**config.mk**
```make
export PLATFORM = sky130hd
export DESIGN_NAME = seg7_scan_driver_flat
export DESIGN_NICKNAME = d
export VERILOG_FILES = /design/src/rtl/seg7_scan_driver_if.sv /design/src/rtl/seg7_scan_driver.sv /design/src/flat_wrapper.sv
export SDC_FILE = /design/constraint.sdc
export NUM_CORES = 1
export LEC_CHECK = 0
export ABC_AREA = 0
export ABC_CLOCK_PERIOD_IN_PS = 2400
export CAP_MARGIN = 20
export CORE_ASPECT_RATIO = 1.75
export CORE_MARGIN = 2
export CORE_UTILIZATION = 48
export DETAILED_ROUTE_END_ITERATION = 6
export PLACE_DENSITY = 0.8
export SLEW_MARGIN = 0
export SYNTH_ARGS = -nofsm -noshare
export SYNTH_HDL_FRONTEND = slang
export SYNTH_SLANG_ARGS = --single-unit
export TNS_END_PERCENT = 5
```
**constraint.sdc**
```tcl
create_clock -name clk -period 2.4 [get_ports clk]
set_clock_uncertainty 0.15 [all_clocks]
set_input_delay 0.48 -clock clk [delete_from_list [all_inputs] [get_ports clk]]
set_output_delay 0.48 -clock clk [all_outputs]
set_load 0.03 [all_outputs]
```
**src/rtl/seg7_scan_driver_if.sv**
```systemverilog
// Display-side bus of the seven-segment scan driver.
// The producer drives value/load/blank; the driver returns the pin levels.
interface seg7_scan_driver_if #(
  parameter int unsigned DIGITS = 4
);
  logic                  load;
  logic [4*DIGITS-1:0]   value;
  logic [DIGITS-1:0]     dp;
  logic                  blank;
  logic [6:0]            seg;
  logic                  dp_out;
  logic [DIGITS-1:0]     an;
  logic                  frame_tick;

  modport master (
    output load, value, dp, blank,
    input  seg, dp_out, an, frame_tick
  );

  modport slave (
    input  load, value, dp, blank,
    output seg, dp_out, an, frame_tick
  );
endinterface

```
**src/rtl/seg7_scan_driver.sv**
```systemverilog
// Multiplexed N-digit seven-segment driver: latches a packed nibble value,
// decodes one digit per dwell period and drives the shared segment bus.
module seg7_scan_driver #(
  parameter int unsigned DIGITS         = 4,
  parameter int unsigned CLK_DIV        = 50000,
  parameter bit          HEX_EN         = 1'b1,
  parameter bit          LZ_SUPPRESS    = 1'b1,
  parameter bit          SEG_ACTIVE_LOW = 1'b1,
  parameter bit          AN_ACTIVE_LOW  = 1'b1
) (
  input  logic               clk,
  input  logic               rst,
  seg7_scan_driver_if.slave  bus
);

  localparam int unsigned VAL_W = 4 * DIGITS;
  localparam int unsigned IDX_W = (DIGITS > 1) ? $clog2(DIGITS) : 1;
  localparam int unsigned CNT_W = (CLK_DIV > 1) ? $clog2(CLK_DIV) : 1;

  localparam logic [CNT_W-1:0]  CNT_LAST = CNT_W'(CLK_DIV - 1);
  localparam logic [IDX_W-1:0]  IDX_LAST = IDX_W'(DIGITS - 1);
  localparam logic [6:0]        SEG_OFF  = SEG_ACTIVE_LOW ? 7'h7f : 7'h00;
  localparam logic              DP_OFF   = SEG_ACTIVE_LOW;
  localparam logic [DIGITS-1:0] AN_OFF   = AN_ACTIVE_LOW ? '1 : '0;

  // Active-low segment pattern {a..g}; codes 10..15 go dark without hex.
  function automatic logic [6:0] decode_al(input logic [3:0] code);
    logic [6:0] pat;
    pat = 7'h7f;
    case (code)
      4'h0: pat = 7'b0000001;
      4'h1: pat = 7'b1001111;
      4'h2: pat = 7'b0010010;
      4'h3: pat = 7'b0000110;
      4'h4: pat = 7'b1001100;
      4'h5: pat = 7'b0100100;
      4'h6: pat = 7'b0100000;
      4'h7: pat = 7'b0001111;
      4'h8: pat = 7'b0000000;
      4'h9: pat = 7'b0000100;
      4'ha: pat = HEX_EN ? 7'b0001000 : 7'h7f;
      4'hb: pat = HEX_EN ? 7'b1100000 : 7'h7f;
      4'hc: pat = HEX_EN ? 7'b0110001 : 7'h7f;
      4'hd: pat = HEX_EN ? 7'b1000010 : 7'h7f;
      4'he: pat = HEX_EN ? 7'b0110000 : 7'h7f;
      4'hf: pat = HEX_EN ? 7'b0111000 : 7'h7f;
      default: pat = 7'h7f;
    endcase
    return pat;
  endfunction

  logic [CNT_W-1:0]  presc_q, presc_d;
  logic [IDX_W-1:0]  idx_q, idx_d;
  logic              wrap_q, wrap_d;
  logic [VAL_W-1:0]  val_q, val_d;
  logic [DIGITS-1:0] dp_q, dp_d;

  logic [IDX_W+1:0]  shamt;
  logic [3:0]        nib;
  logic              lz_hit;
  logic [6:0]        seg_al;
  logic              dp_lit;
  logic [DIGITS-1:0] an_hot;
  logic [6:0]        seg_d;
  logic              dp_out_d;
  logic [DIGITS-1:0] an_d;
  logic              tick_d;

  // Next scan state plus the output image of the digit currently selected.
  always_comb begin
    presc_d  = presc_q;
    idx_d    = idx_q;
    wrap_d   = 1'b0;
    val_d    = val_q;
    dp_d     = dp_q;
    shamt    = {idx_q, 2'b00};
    nib      = val_q[shamt +: 4];
    lz_hit   = 1'b0;
    seg_al   = 7'h7f;
    dp_lit   = 1'b0;
    an_hot   = '0;
    seg_d    = SEG_OFF;
    dp_out_d = DP_OFF;
    an_d     = AN_OFF;
    tick_d   = wrap_q;

    if (presc_q == CNT_LAST) begin
      presc_d = '0;
      wrap_d  = (idx_q == IDX_LAST);
      idx_d   = (idx_q == IDX_LAST) ? '0 : idx_q + IDX_W'(1);
    end else begin
      presc_d = presc_q + CNT_W'(1);
    end

    if (bus.load) begin
      val_d = bus.value;
      dp_d  = bus.dp;
    end

    // A digit is a leading zero when it and everything above it is zero.
    lz_hit = LZ_SUPPRESS && (idx_q != '0) && ((val_q >> shamt) == '0);
    seg_al = lz_hit ? 7'h7f : decode_al(nib);
    dp_lit = dp_q[idx_q];
    an_hot = DIGITS'(1) << idx_q;

    if (bus.blank) begin
      seg_al = 7'h7f;
      dp_lit = 1'b0;
      an_hot = '0;
    end

    seg_d    = SEG_ACTIVE_LOW ? seg_al : ~seg_al;
    dp_out_d = SEG_ACTIVE_LOW ? ~dp_lit : dp_lit;
    an_d     = AN_ACTIVE_LOW ? ~an_hot : an_hot;
  end

  // State and registered pin drivers.
  always_ff @(posedge clk) begin
    if (rst) begin
      presc_q        <= '0;
      idx_q          <= '0;
      wrap_q         <= 1'b0;
      val_q          <= '0;
      dp_q           <= '0;
      bus.seg        <= SEG_OFF;
      bus.dp_out     <= DP_OFF;
      bus.an         <= AN_OFF;
      bus.frame_tick <= 1'b0;
    end else begin
      presc_q        <= presc_d;
      idx_q          <= idx_d;
      wrap_q         <= wrap_d;
      val_q          <= val_d;
      dp_q           <= dp_d;
      bus.seg        <= seg_d;
      bus.dp_out     <= dp_out_d;
      bus.an         <= an_d;
      bus.frame_tick <= tick_d;
    end
  end

endmodule

```
**src/flat_wrapper.sv**
```systemverilog
// flat-port wrapper written by rule: the top's interface ports become plain ports
module seg7_scan_driver_flat 
#(
  parameter int unsigned DIGITS         = 4,
  parameter int unsigned CLK_DIV        = 50000,
  parameter bit          HEX_EN         = 1'b1,
  parameter bit          LZ_SUPPRESS    = 1'b1,
  parameter bit          SEG_ACTIVE_LOW = 1'b1,
  parameter bit          AN_ACTIVE_LOW  = 1'b1
)
  (clk, rst, bus_load, bus_value, bus_dp, bus_blank, bus_seg, bus_dp_out, bus_an, bus_frame_tick);
  seg7_scan_driver_if #(.DIGITS(DIGITS)) bus_i ();
  input  logic clk;
  input  logic rst;
  input wire logic [$bits(bus_i.load)-1:0] bus_load;
  input wire logic [$bits(bus_i.value)-1:0] bus_value;
  input wire logic [$bits(bus_i.dp)-1:0] bus_dp;
  input wire logic [$bits(bus_i.blank)-1:0] bus_blank;
  output wire logic [$bits(bus_i.seg)-1:0] bus_seg;
  output wire logic [$bits(bus_i.dp_out)-1:0] bus_dp_out;
  output wire logic [$bits(bus_i.an)-1:0] bus_an;
  output wire logic [$bits(bus_i.frame_tick)-1:0] bus_frame_tick;
  assign bus_i.load = bus_load;
  assign bus_i.value = bus_value;
  assign bus_i.dp = bus_dp;
  assign bus_i.blank = bus_blank;
  assign bus_seg = bus_i.seg;
  assign bus_dp_out = bus_i.dp_out;
  assign bus_an = bus_i.an;
  assign bus_frame_tick = bus_i.frame_tick;
  seg7_scan_driver #(.DIGITS(DIGITS), .CLK_DIV(CLK_DIV), .HEX_EN(HEX_EN), .LZ_SUPPRESS(LZ_SUPPRESS), .SEG_ACTIVE_LOW(SEG_ACTIVE_LOW), .AN_ACTIVE_LOW(AN_ACTIVE_LOW)) u_core (.clk(clk), .rst(rst), .bus(bus_i));
endmodule
```
# After elaboration in Yosys (flattened, before gate mapping)
# Memory sizes are Yosys's and may differ from the RTL's. A register that Yosys moved wholly into a read port is not among the register bits.
# Cells that the tools add are included.
# word_totals
ff_bits	45
mem_bits_ro	112
input_bits	24
word_cells	31
memories	1
# op_classes
addsub	2
order_cmp	1
eq_ne	2
shift	3
muxes	5
n_bitwise	3
reduce_logical	6
# mem_list
memory	depth	width	read_ports	rd_ports_with_merged_regs	write_ports	line_no	text
(name not given)	16	7	1	1	0	seg7_scan_driver.sv:30	case (code)
# op_table
op	count
$add 16x1->16 const B	1
$eq 16x16->1 const B	1
$logic_not 16->1	1
$shiftx 16x5->4	1
$shr 16x4->16	1
$mux 4	1
$not 4->4	1
$reduce_or 2->1	2
$shl 1x2->4 const A	1
$lt 2x3->1 const B	1
$reduce_or 3->1	1
$add 2x1->2 const B	1
$bmux 1 s2	1
$eq 2x2->1 const B	1
$mux 1	2
$mux 2	1
$not 1->1	2
$reduce_bool 2->1	1
$logic_and 1x1->1	1

# Depth between registers and ports, before layout
# logic_depth
depth_word	4
depth_mapped	8
mapped_depth_nobuf	7

# Worst setup path before layout
# No wires, ideal clock.
# synth_timing
kind	reg2reg
from	reg u_core.idx_q[0]
to	reg u_core.bus.seg[1]
setup_ps	79
arrival_ps	2315
t_required_ps	2171
slack_ps	-144
stages_incl_launch_ff	9
path_buffers	1
period_less_slack_ps	2544
cell_sequence	dfxtp_1 buf_6 mux4_1 inv_1 ha_1 inv_1 o41a_1 a311o_1 o211ai_1
# synth_via
elab_chain_cells	4
elab_cells_between_ends	6
cone_classes	shift: 2; reduce/logical: 4
# synth_rtl
element	line_no	text
start: declaration	seg7_scan_driver.sv:53	logic [IDX_W-1:0] idx_q, idx_d;
start signal: assignment	seg7_scan_driver.sv:131	idx_q <= idx_d;
$shr 16x4->16	seg7_scan_driver.sv:101	lz_hit = LZ_SUPPRESS && (idx_q != '0) && ((val_q >> shamt) == '0);
$logic_not 16->1	seg7_scan_driver.sv:101	
$logic_and 1x1->1	seg7_scan_driver.sv:101	
$reduce_or 3->1 (no line)	n/a	
end: declaration	seg7_scan_driver_if.sv:22	output seg, dp_out, an, frame_tick
# Several ways; a longest one is shown, not always the timed one.
# A chain may end at the register's enable or synchronous reset.

# Worst setup path after layout
# layout_timing
from	reg u_core.idx_q[0]
to	reg u_core.bus.seg[4]
# The elaborated chain is that of the path after synthesis.

==> flow_summary.json <==
{
  "status": "complete, no violations",
  "antenna_cells": 0,
  "drive_above_1_share_pct": 12.0,
  "area_growth_syn_to_layout_pct": 23.9,
  "synth_top_area_share_pct": 43.7,
  "ys_ff_latch": 52,
  "yosysWarnings": 0,
  "worstPathArrival_ns": 2.38,
  "core-area_um2": 4890,
  "critPathMaxFanout": 7,
  "syn_nets": 273,
  "postSynthAreaPerCell_um2": 9.97,
  "cts_buffers": 5,
  "max-clock-path-buffers": 2,
  "synth_edf_count": 0,
  "async_flop_share_pct": 0,
  "fill_cells": 420,
  "synth_area_um2": 2380,
  "setup_violations": 0,
  "irDropWorstVdd_uv": 482,
  "path_class": "reg2reg",
  "fp.dieW_um": 57.3,
  "fp-row-count": 34,
  "maxSlewViolCount": 0,
  "dp_hpwl_um": 3720,
  "powerDensity_nw_per_um2": 586,
  "worst_pin_slew_ns": 0.403,
  "setup_tns_ns": 0,
  "root_buffer": "clkbuf_8",
  "synthFlopType": "dfxtp_1",
  "hold_path.class": "reg2reg",
  "insertion_delay_ns": 0.30,
  "grt-ovfl-total": 0,
  "yosys-top-cells-area": "dfxtp_1 (44%), mux2i_1 (9.7%), nor2_1 (6.6%), ha_1 (5.2%), mux4_1 (4.4%)",
  "initial_core_util_pct": 48.7,
  "grt_max_degree": 21,
  "rsz0062_at_grt": "no",
  "clock.fmax_ghz": 0.434,
  "start_kind": "flip-flop",
  "grt_pass1_vias": 1827,
  "die_area_um2": 5570,
  "max_cap_viol_count": 0,
  "synth_cell_types": 41,
  "portBuffers": 36,
  "final_common_cell": "dfxtp_1",
  "antenna_found_initial": 0,
  "gp_congestion": 0.916,
  "instances_no_fill": 337,
  "endpoint_kind": "flip-flop",
  "viasPerCell": 5.39,
  "io_pins": 37,
  "wirelength_um": 4860,
  "hold_viol": 0,
  "drc": 0,
  "cts_tree": "done",
  "cts_hold_buf": 0,
  "seq_area_um2": 1040,
  "clock-sinks": 52,
  "wl_per_cell_um": 14.4,
  "clk_pin_slew_ns": 0.09,
  "drt_pre_antenna_iters": 4,
  "layout_common_cells": "dfxtp_1 (51), nor2_1 (42), clkdlybuf4s50_1 (36)",
  "period_share_pct": 95.9,
  "via_count": 1817,
  "final_antenna_net_count": 0,
  "grt_usage_pct": 19.2,
  "yosysTopAreaCell": "dfxtp_1",
  "ys_seq_area_share_pct": 43.7,
  "place_area_um2": 2820,
  "grt_pass1_wl_um": 8360,
  "holdWs_ns": 0.314,
  "htree_levels": 2,
  "power.total_mw": 1.73,
  "leakage_nw": 1.19,
  "netlist_instances": 239,
  "layout.nets": 317,
  "drt_iter0_markers": 64,
  "slew_headroom_pct": 72.5,
  "die_y_um": 97.2,
  "multi_input_area_um2": 1250,
  "required_ns": 2.48,
  "place_inst": 327,
  "finalInstanceArea_um2": 2950,
  "min_period_ns": 2.30
}
[synth_stat cells (2+ instances only)]
cell      number
nor3_1         2
nand4_1        7
and2_1         3
xor2_1        10
buf_6          2
nand2b_1       2
and4_1         2
mux2_2         2
nand3_1        4
and3_1         2
o21ai_0        3
o21bai_1       2
inv_1          9
mux4_1         4
buf_2          2
dfxtp_1       52
clkbuf_1       8
nand2_1       13
a21oi_1        3
xnor2_1        6
nor2_1        42
ha_1          10
o211ai_1       3
mux4_2         2
nor4_1         6
mux2i_1       23
[flip-flops by register name (all words and copies together) (netlist names)]
| signal | cells |
|---|---|
| u_core.bus.an | 4 |
| u_core.bus.dp_out | 1 |
| u_core.bus.frame_tick | 1 |
| u_core.bus.seg | 7 |
| u_core.dp_q | 4 |
| u_core.idx_q | 2 |
| u_core.presc_q | 16 |
| u_core.tick_d | 1 |
| u_core.val_q | 16 |
[repair_timing]
action,4_1_cts,5_1_grt
setup buffers,0,3
resized for setup,2,4
endpoints found under the setup margin,1,6
pin swaps,0,3
[critical path, cell delays in order (launching register included)]
cell	delay (ns)
dfxtp_4	0.37
mux4_2	0.51
inv_2	0.10
ha_4	0.14
inv_1	0.04
o41a_1	0.36
a311o_2	0.44
o211ai_1	0.11
[kinds of logic after synthesis]
logic type / synth area share, %
flip-flops: 43.7
AND/OR/NAND/NOR: 17.5
adder cells (fa/ha/maj): 5.25
XOR/XNOR: 5.88
multiplexers: 16.9
AO/OA/AOI/OAI: 6.77
buffers and inverters: 4.04
[final cells by class]
type / instances / share of cell area (%)
Multi-Input combinational cell: 166 / 42.4
Tap cell: 54 / 2.29
Inverter: 9 / 1.14
Sequential cell: 52 / 35.4
Timing Repair Buffer: 49 / 15.5
Clock buffer: 7 / 3.26
[power breakdown]
part           total, mW  switching, mW  internal [mW]
registers          0.931         0.0274          0.904
logic              0.271          0.131          0.140
clock network      0.527          0.270          0.257
total               1.73          0.429           1.30
[through the flow]
step	setup slack, ns	util [%]
CTS	0.0484	59.6
global route	0.0193	60.4
detailed placement	0.00792	57.6
global placement	0.0796	57.6
finish	0.0981	60.4
floorplan	0.0156	-
[routing by layer]
metal / vias to the layer above / global-route usage [%] / part of all wire [%]
met3: 14 / 3.33 / 2.5
met4: 0 / 8.59 / 3.9
li1: 915 / - / -
met5: - / 0 / 0
met2: 34 / 35.0 / 54
met1: 854 / 20.9 / 40
[path summary, 6_finish.rpt]
kind	start	end	slack, ns	depth (start not counted)
worst max-delay path	u_core.idx_q[0]	u_core.bus.seg[4]	0.1	7
worst min-delay path	u_core.tick_d	u_core.bus.frame_tick	0.31	1
worst max register to register	u_core.idx_q[0]	u_core.bus.seg[4]	0.1	7
worst min register to register	u_core.tick_d	u_core.bus.frame_tick	0.31	1
(Power assumes the default switching activity.)
